`src/rtl/store_write_buffer.sv`:
```
// store_write_buffer: write-through store FIFO between the data cache and the
// data RAM. It drains stores in push order at one per cycle whenever the RAM
// is ready. It also stalls any load whose word address matches a pending
// store, so a cache refill never reads stale RAM data.
// Handshakes:
//   push side  - a store is accepted when push & !full (push_stall = push & full).
//   drain side - mem_wen is valid; the write retires when mem_wen & mem_ready.
//                mem_* stays stable while mem_wen=1 and mem_ready=0.
module store_write_buffer #(
    parameter int DEPTH      = 4,
    parameter int ADDR_WIDTH = 32,
    parameter int DATA_WIDTH = 32
) (
    input  logic                     clk,
    input  logic                     rst,
    input  logic                     push,
    input  logic [ADDR_WIDTH-1:0]    push_addr,
    input  logic [DATA_WIDTH-1:0]    push_data,
    input  logic [2:0]               push_width,
    output logic                     push_stall,
    input  logic                     ld_en,
    input  logic [ADDR_WIDTH-1:0]    ld_addr,
    output logic                     ld_stall,
    output logic                     mem_wen,
    output logic [ADDR_WIDTH-1:0]    mem_addr,
    output logic [DATA_WIDTH-1:0]    mem_wdata,
    output logic [2:0]               mem_width,
    input  logic                     mem_ready,
    output logic                     empty,
    output logic                     full,
    output logic [$clog2(DEPTH):0]   count
);
    localparam int IW = $clog2(DEPTH);
    localparam int PW = IW + 1;

    logic [PW-1:0]         wr_ptr, rd_ptr;
    logic [PW-1:0]         wr_next, rd_next;
    logic [IW-1:0]         wr_idx, rd_idx;
    logic [DEPTH-1:0]      valid;
    logic [ADDR_WIDTH-1:0] addr_mem  [DEPTH];
    logic [DATA_WIDTH-1:0] data_mem  [DEPTH];
    logic [2:0]            width_mem [DEPTH];
    logic                  push_ok, pop, hit;

    assign wr_idx = wr_ptr[IW-1:0];
    assign rd_idx = rd_ptr[IW-1:0];

    // Full comes from the registered flag, so a same-cycle pop never makes room.
    assign push_ok    = push & ~full;
    assign push_stall = push & full;
    assign pop        = mem_wen & mem_ready;

    assign wr_next = wr_ptr + PW'(push_ok);
    assign rd_next = rd_ptr + PW'(pop);

    // The head entry drives the RAM write port directly.
    assign mem_wen   = valid[rd_idx];
    assign mem_addr  = addr_mem[rd_idx];
    assign mem_wdata = data_mem[rd_idx];
    assign mem_width = width_mem[rd_idx];

    // Word-granular hazard check against every valid entry. An entry popping this cycle still counts.
    always_comb begin
        hit = 1'b0;
        for (int i = 0; i < DEPTH; i++) begin
            if (valid[i] && (addr_mem[i][ADDR_WIDTH-1:2] == ld_addr[ADDR_WIDTH-1:2]))
                hit = 1'b1;
        end
        ld_stall = ld_en & hit;
    end

    // Pointers, valid flags and status flags. Reset discards everything, including a write mid-drain.
    always_ff @(posedge clk) begin
        if (rst) begin
            wr_ptr <= '0;
            rd_ptr <= '0;
            valid  <= '0;
            count  <= '0;
            empty  <= 1'b1;
            full   <= 1'b0;
        end else begin
            if (push_ok) valid[wr_idx] <= 1'b1;
            if (pop)     valid[rd_idx] <= 1'b0;
            wr_ptr <= wr_next;
            rd_ptr <= rd_next;
            count  <= wr_next - rd_next;
            empty  <= (wr_next == rd_next);
            full   <= (wr_next[IW-1:0] == rd_next[IW-1:0]) && (wr_next[IW] != rd_next[IW]);
        end
    end

    // Entry payload needs no reset; valid flags gate its use.
    always_ff @(posedge clk) begin
        if (push_ok) begin
            addr_mem[wr_idx]  <= push_addr;
            data_mem[wr_idx]  <= push_data;
            width_mem[wr_idx] <= push_width;
        end
    end
endmodule

```
`config.mk`:
```
export PLATFORM = sky130hd
export DESIGN_NAME = store_write_buffer
export DESIGN_NICKNAME = d
export VERILOG_FILES = /design/src/rtl/store_write_buffer.sv
export SDC_FILE = /design/constraint.sdc
export NUM_CORES = 1
export LEC_CHECK = 0
export BUFFER_PORTS_ARGS = -buffer_cell sky130_fd_sc_hd__clkbuf_2
export CAP_MARGIN = 15
export CORE_MARGIN = 1
export CORE_UTILIZATION = 40
export DETAILED_ROUTE_END_ITERATION = 12
export PLACE_DENSITY_LB_ADDON = 0.15
export SYNTH_ARGS = -nofsm -noshare
export SYNTH_HDL_FRONTEND = slang
export SYNTH_SLANG_ARGS = --single-unit
```
`constraint.sdc`:
```
create_clock -name clk -period 6.3 [get_ports clk]
set_input_delay 0 -clock clk [delete_from_list [all_inputs] [get_ports clk]]
set_output_delay 0 -clock clk [all_outputs]
set_load 0.01 [all_outputs]
```
* After elaboration in Yosys (flattened, before gate mapping)
Memories as Yosys holds them, arrays and structs flattened. A register that Yosys moved wholly into a read port is not among the register bits.
Index checks and enable logic that the tools add are counted.
** Storage, ports and cells
- Input port bits :: 104
- Output and inout port bits :: 75
- Memories :: 3
- Register bits after elaboration :: 15
- Bits in writable memories :: 268
- Logic and storage cells :: 56
** Cells by class
- Order comparisons :: 4
- $add $sub $neg :: 3
- Reduce and logical (&&, ||, !) cells :: 7
- Mux-type cells :: 18
- Equality and inequality tests :: 7
- Bitwise gates (word level) :: 8
** Memory list
- addr_mem :: depth 4, width 32, read ports 5, clocked after memory_dff 1, write ports 1, line 40 : logic [ADDR_WIDTH-1:0] addr_mem [DEPTH];
- data_mem :: depth 4, width 32, read ports 1, clocked after memory_dff 1, write ports 1, line 41 : logic [DATA_WIDTH-1:0] data_mem [DEPTH];
- width_mem :: depth 4, width 3, read ports 1, clocked after memory_dff 1, write ports 1, line 42 : logic [2:0] width_mem [DEPTH];
** Operators by type and width (number)
- $eq 30x30->1 :: 4
- $mux 4 :: 3
- $mux 1 :: 9
- $logic_and 1x1->1 :: 7
- $add 3x1->3 :: 2
- $lt 2x3->1 const B :: 2
- $mux 2 :: 3
- $and 1x1->1 :: 4
- $and 4x4->4 :: 1
- $demux 1 s2 :: 2
- $ge 2x1->1 const B :: 2
- $not 4->4 :: 1
- $or 4x4->4 :: 1
- $eq 3x3->1 :: 1
- $sub 3x3->3 :: 1
- $bmux 1 s2 :: 1
- $eq 2x2->1 :: 1
- $ne 1x1->1 :: 1
- $not 1->1 :: 1

* Depth between registers and ports, before layout
- Depth in word-level cells :: 9
- Gate-level depth with buffers :: 10
- Mapped depth without buffers :: 8

* Worst setup path after synthesis
No wires, ideal clock.
- Path type :: reg-to-reg
- From :: register full
- To :: memory addr_mem[0][0], enable pin
- Setup slack :: 176 ps
- Data required time :: 5709 ps
- Clock period less this slack :: 6124 ps
- Stages on the path, launching flop included :: 3
- Path buffers :: 0
- Library setup time :: 591 ps
- Data arrival time :: 5533 ps
- Cell sequence :: dfxtp_1 > and2b_1 > nor3b_1
** On the way
- Longest elaborated chain between the ends :: 4
** RTL lines
- from (decl) :: line 30 : output logic full,
- from (signal assigned) :: line 88 : full <= (wr_next[IW-1:0] == rd_next[IW-1:0]) && (wr_next[IW] != rd_next[IW]);
- $not 1->1 :: line 49 : assign push_ok = push & ~full;
- $and 1x1->1 :: line 49
- $mux 1 :: line 94 : if (push_ok) begin
- $mux 1 (not written as such) :: line 95 : addr_mem[wr_idx] <= push_addr;
- to (decl) :: line 40
No other way between the ends.

==> summary.txt <==
Crit. End Element: primary output
RR Startpoint: rd_ptr[0]
Depth of the worst hold-timing path: 5
CTS tree: built
VDD IR-drop max: 0.2007 mV
Most area-consuming cells after synthesis: edfxtp_1, mux4_2, xnor2_1
Total clock sinks: 283
Worst relative slew slack: 0.2519
Initial antenna violation count: 3
Avg Cell Area, Syn: 19.93 um2
Final hold violation count: 0
Worst reg2reg path depth: 7
Hold WC Path Type: input pin to flip-flop
Clk buf depth: 3
Vias in the first global route: 6,896
Routed WL: 26,560 um
Final HPWL DP: 17,220 um
Actual slew at the worst max-slew pin: 1.122 ns
Die Y: 173.9 um
Placed cell area: 13,020 um2
Post-synthesis sequential area ratio: 0.7063
Global-route wire length before repair: 40,840 um
Synthesis-to-layout area growth: 24.83%
Post-Syn Instances: 593
Slew Limit Fails: 0
EDFF count, synth: 268
CP max stage delay: 0.84 ns
Routed len/inst: 21.16 um
RSZ-0062 raised after global routing: false
Detailed Routing Iterations Pass 1: 5
Leak pwr: 0.005069 uW
Max-cap violations: 0
Gp weighted congestion: 0.8418
Share of cells above drive strength 1: 0.3655
Synth unique cells: 31
Vias per cell: 5.035
Fin Setup TNS: 0 ns
Final Cell Area: 14,760 um2
FFs w/ async S/R, synth: 0
Synthesized Nets: 704
Nets: 956
Pwr per Cell Area: 306.1 nW/um2
Fin util: 0.5113
Clock latency on the worst-skew pair: 0.56 ns
Yosys reg bits: 283
Clock-pin slew on the worst setup and hold paths: 0.06 ns
Warnings, synthesis: 0
RR Endpoint: count[2]
H-tree levels: 1
DIE WIDTH: 173.9 um
Type of origin of the critical path: flip-flop
WS Path Type: flip-flop to primary output
Gr usage total: 0.1800
Worst endpoint data arrival time: 2.92 ns
Crit-path cells: buf_4, mux4_2, clkbuf_2
Top cell type's share of synthesized area: 0.6809
Crit path max-delay cell type: dfxtp_4
I/O Pins: 179
Finish-stage setup viols: 0
CTS Buf Count: 31
Antenna-violating nets left: 0
Worst-path maximum fanout: 38
DRC: 0
Worst clock skew: 0.01987 ns
Initial Utilization: 0.4096
Largest net degree at the start of global routing: 69
Post-synth top flop: edfxtp_1
Core Box Area: 28,860 um2
Min-delay src: push
1st-iter DRT viols: 299
WHS Endpoint: wr_ptr[0]
Reg2reg setup slack: 3.53 ns
Row count: 62
F_max: 0.3419 GHz
Min Clock Period, post-route: 2.924 ns
Die Area: 30,240 um2
Root Driver: clkbuf_16
Status: finished clean
Total global routing overflow: 0
Synth area leader: edfxtp_1
Mapped Area: 11,820 um2
Fin crit share: 0.4642
Via count: 6,319
Design Power: 4517 uW
Data required, critical path: 6.30 ns
I/O Buffers: 176
-- layout by cell type, fill, tap and decap left out, types with 5 or more instances in the layout --
| cell | count |
|---|---|
| dlygate4sd3_1 | 69 |
| clkbuf_16 | 31 |
| edfxtp_1 | 268 |
| bufinv_16 | 5 |
| nor2_1 | 13 |
| xnor2_1 | 71 |
| nand4_1 | 25 |
| xnor2_2 | 8 |
| xor2_1 | 45 |
| clkinv_2 | 11 |
| dfxtp_1 | 13 |
| clkbuf_2 | 176 |
| ha_1 | 6 |
| mux4_2 | 68 |
| nor4_1 | 16 |
| buf_4 | 6 |
-- area by class of cell --
| cell class | count | area (um2) |
|---|---|---|
| fill | 2421 | 14100 |
| sequential | 283 | 8356 |
| multi-input combinational | 273 | 3232 |
| timing repair buffer | 252 | 1628 |
| clock buffer | 34 | 787.0 |
| tap | 384 | 480.5 |
| clock inverter | 24 | 255.2 |
| inverter | 4 | 15.01 |
| antenna | 1 | 2.502 |
-- where the power goes --
part           switching [uW]  internal [uW]
Clock                     723           1100
Combinational             249            230
Sequential               49.4           2160
Total                    1020           3500
-- through the flow --
step                      hold WS, ns  std cells  setup WS [ns]
after floorplan               0.07161        593         0.1763
after global placement         0.2117       1126          3.349
after detailed placement       0.2201       1127          3.458
after CTS                     0.02809       1254          3.216
after global routing          0.06365       1254          3.079
final                         0.03664       1255          3.376
-- registers in the layout, summed over array words and instances, names as in the netlist --
name,flops
data_mem,128
count,3
width_mem,12
rd_ptr,3
empty,1
addr_mem,128
full,1
wr_ptr,3
valid,4
-- what timing repair did --
item,4_1_cts,5_1_grt
gates resized for setup,0,0
hold buffers,69,0
setup buffers,0,0
hold endpoints to repair,283,0
-- synthesized netlist by cell type, types with 2 or more instances --
master      n
and2_1      2
buf_2       8
buf_4       8
buf_6      11
clkbuf_1    6
dfxtp_1    15
edfxtp_1  268
ha_1        6
inv_1       4
mux4_2     68
nand2_1     3
nand4_1    25
nor2_1     14
nor4_1     16
o21ai_0     2
xnor2_1    71
xnor2_2     8
xor2_1     45
-- critical path: cells and delay by family, from the launching register on --
| kind | cells | cell delay (ns) |
|---|---|---|
| buffers and inverters | 2 | 0.88 |
| muxes | 1 | 0.60 |
| DFF | 1 | 0.84 |
-- how the worst max path moves through the flow --
| stage | start | endpoint | slack [ns] | cells after the start |
|---|---|---|---|---|
| CTS | rd_ptr[0] | mem_addr[16] | 3.22 | 3 |
| detailed placement | rd_ptr[0] | count[2] | 3.46 | 7 |
| finish | rd_ptr[0] | mem_addr[19] | 3.38 | 3 |
| global route | rd_ptr[0] | mem_addr[16] | 3.08 | 3 |
| global placement | full | data_mem[0][27] | 3.35 | 3 |
| floorplan | full | addr_mem[0][0] | 0.18 | 2 |
-- per-layer routing --
metal,GRT usage,up-vias,wire [um]
li1,-,2871,-
met1,0.2279,3183,10780
met2,0.3052,215,13050
met3,0.04856,46,2026
met4,0.04861,4,670
met5,0,-,27
-- cells by family after synthesis --
kind of cell	synth area share
AND/OR/NAND/NOR	0.03292
flip-flops	0.7063
XOR/XNOR	0.09696
adder cells (fa/ha/maj)	0.008045
AO/OA/AOI/OAI	0.004129
buffers and inverters	0.02212
multiplexers	0.1296
Note: power is estimated with default switching activity, not from simulation.
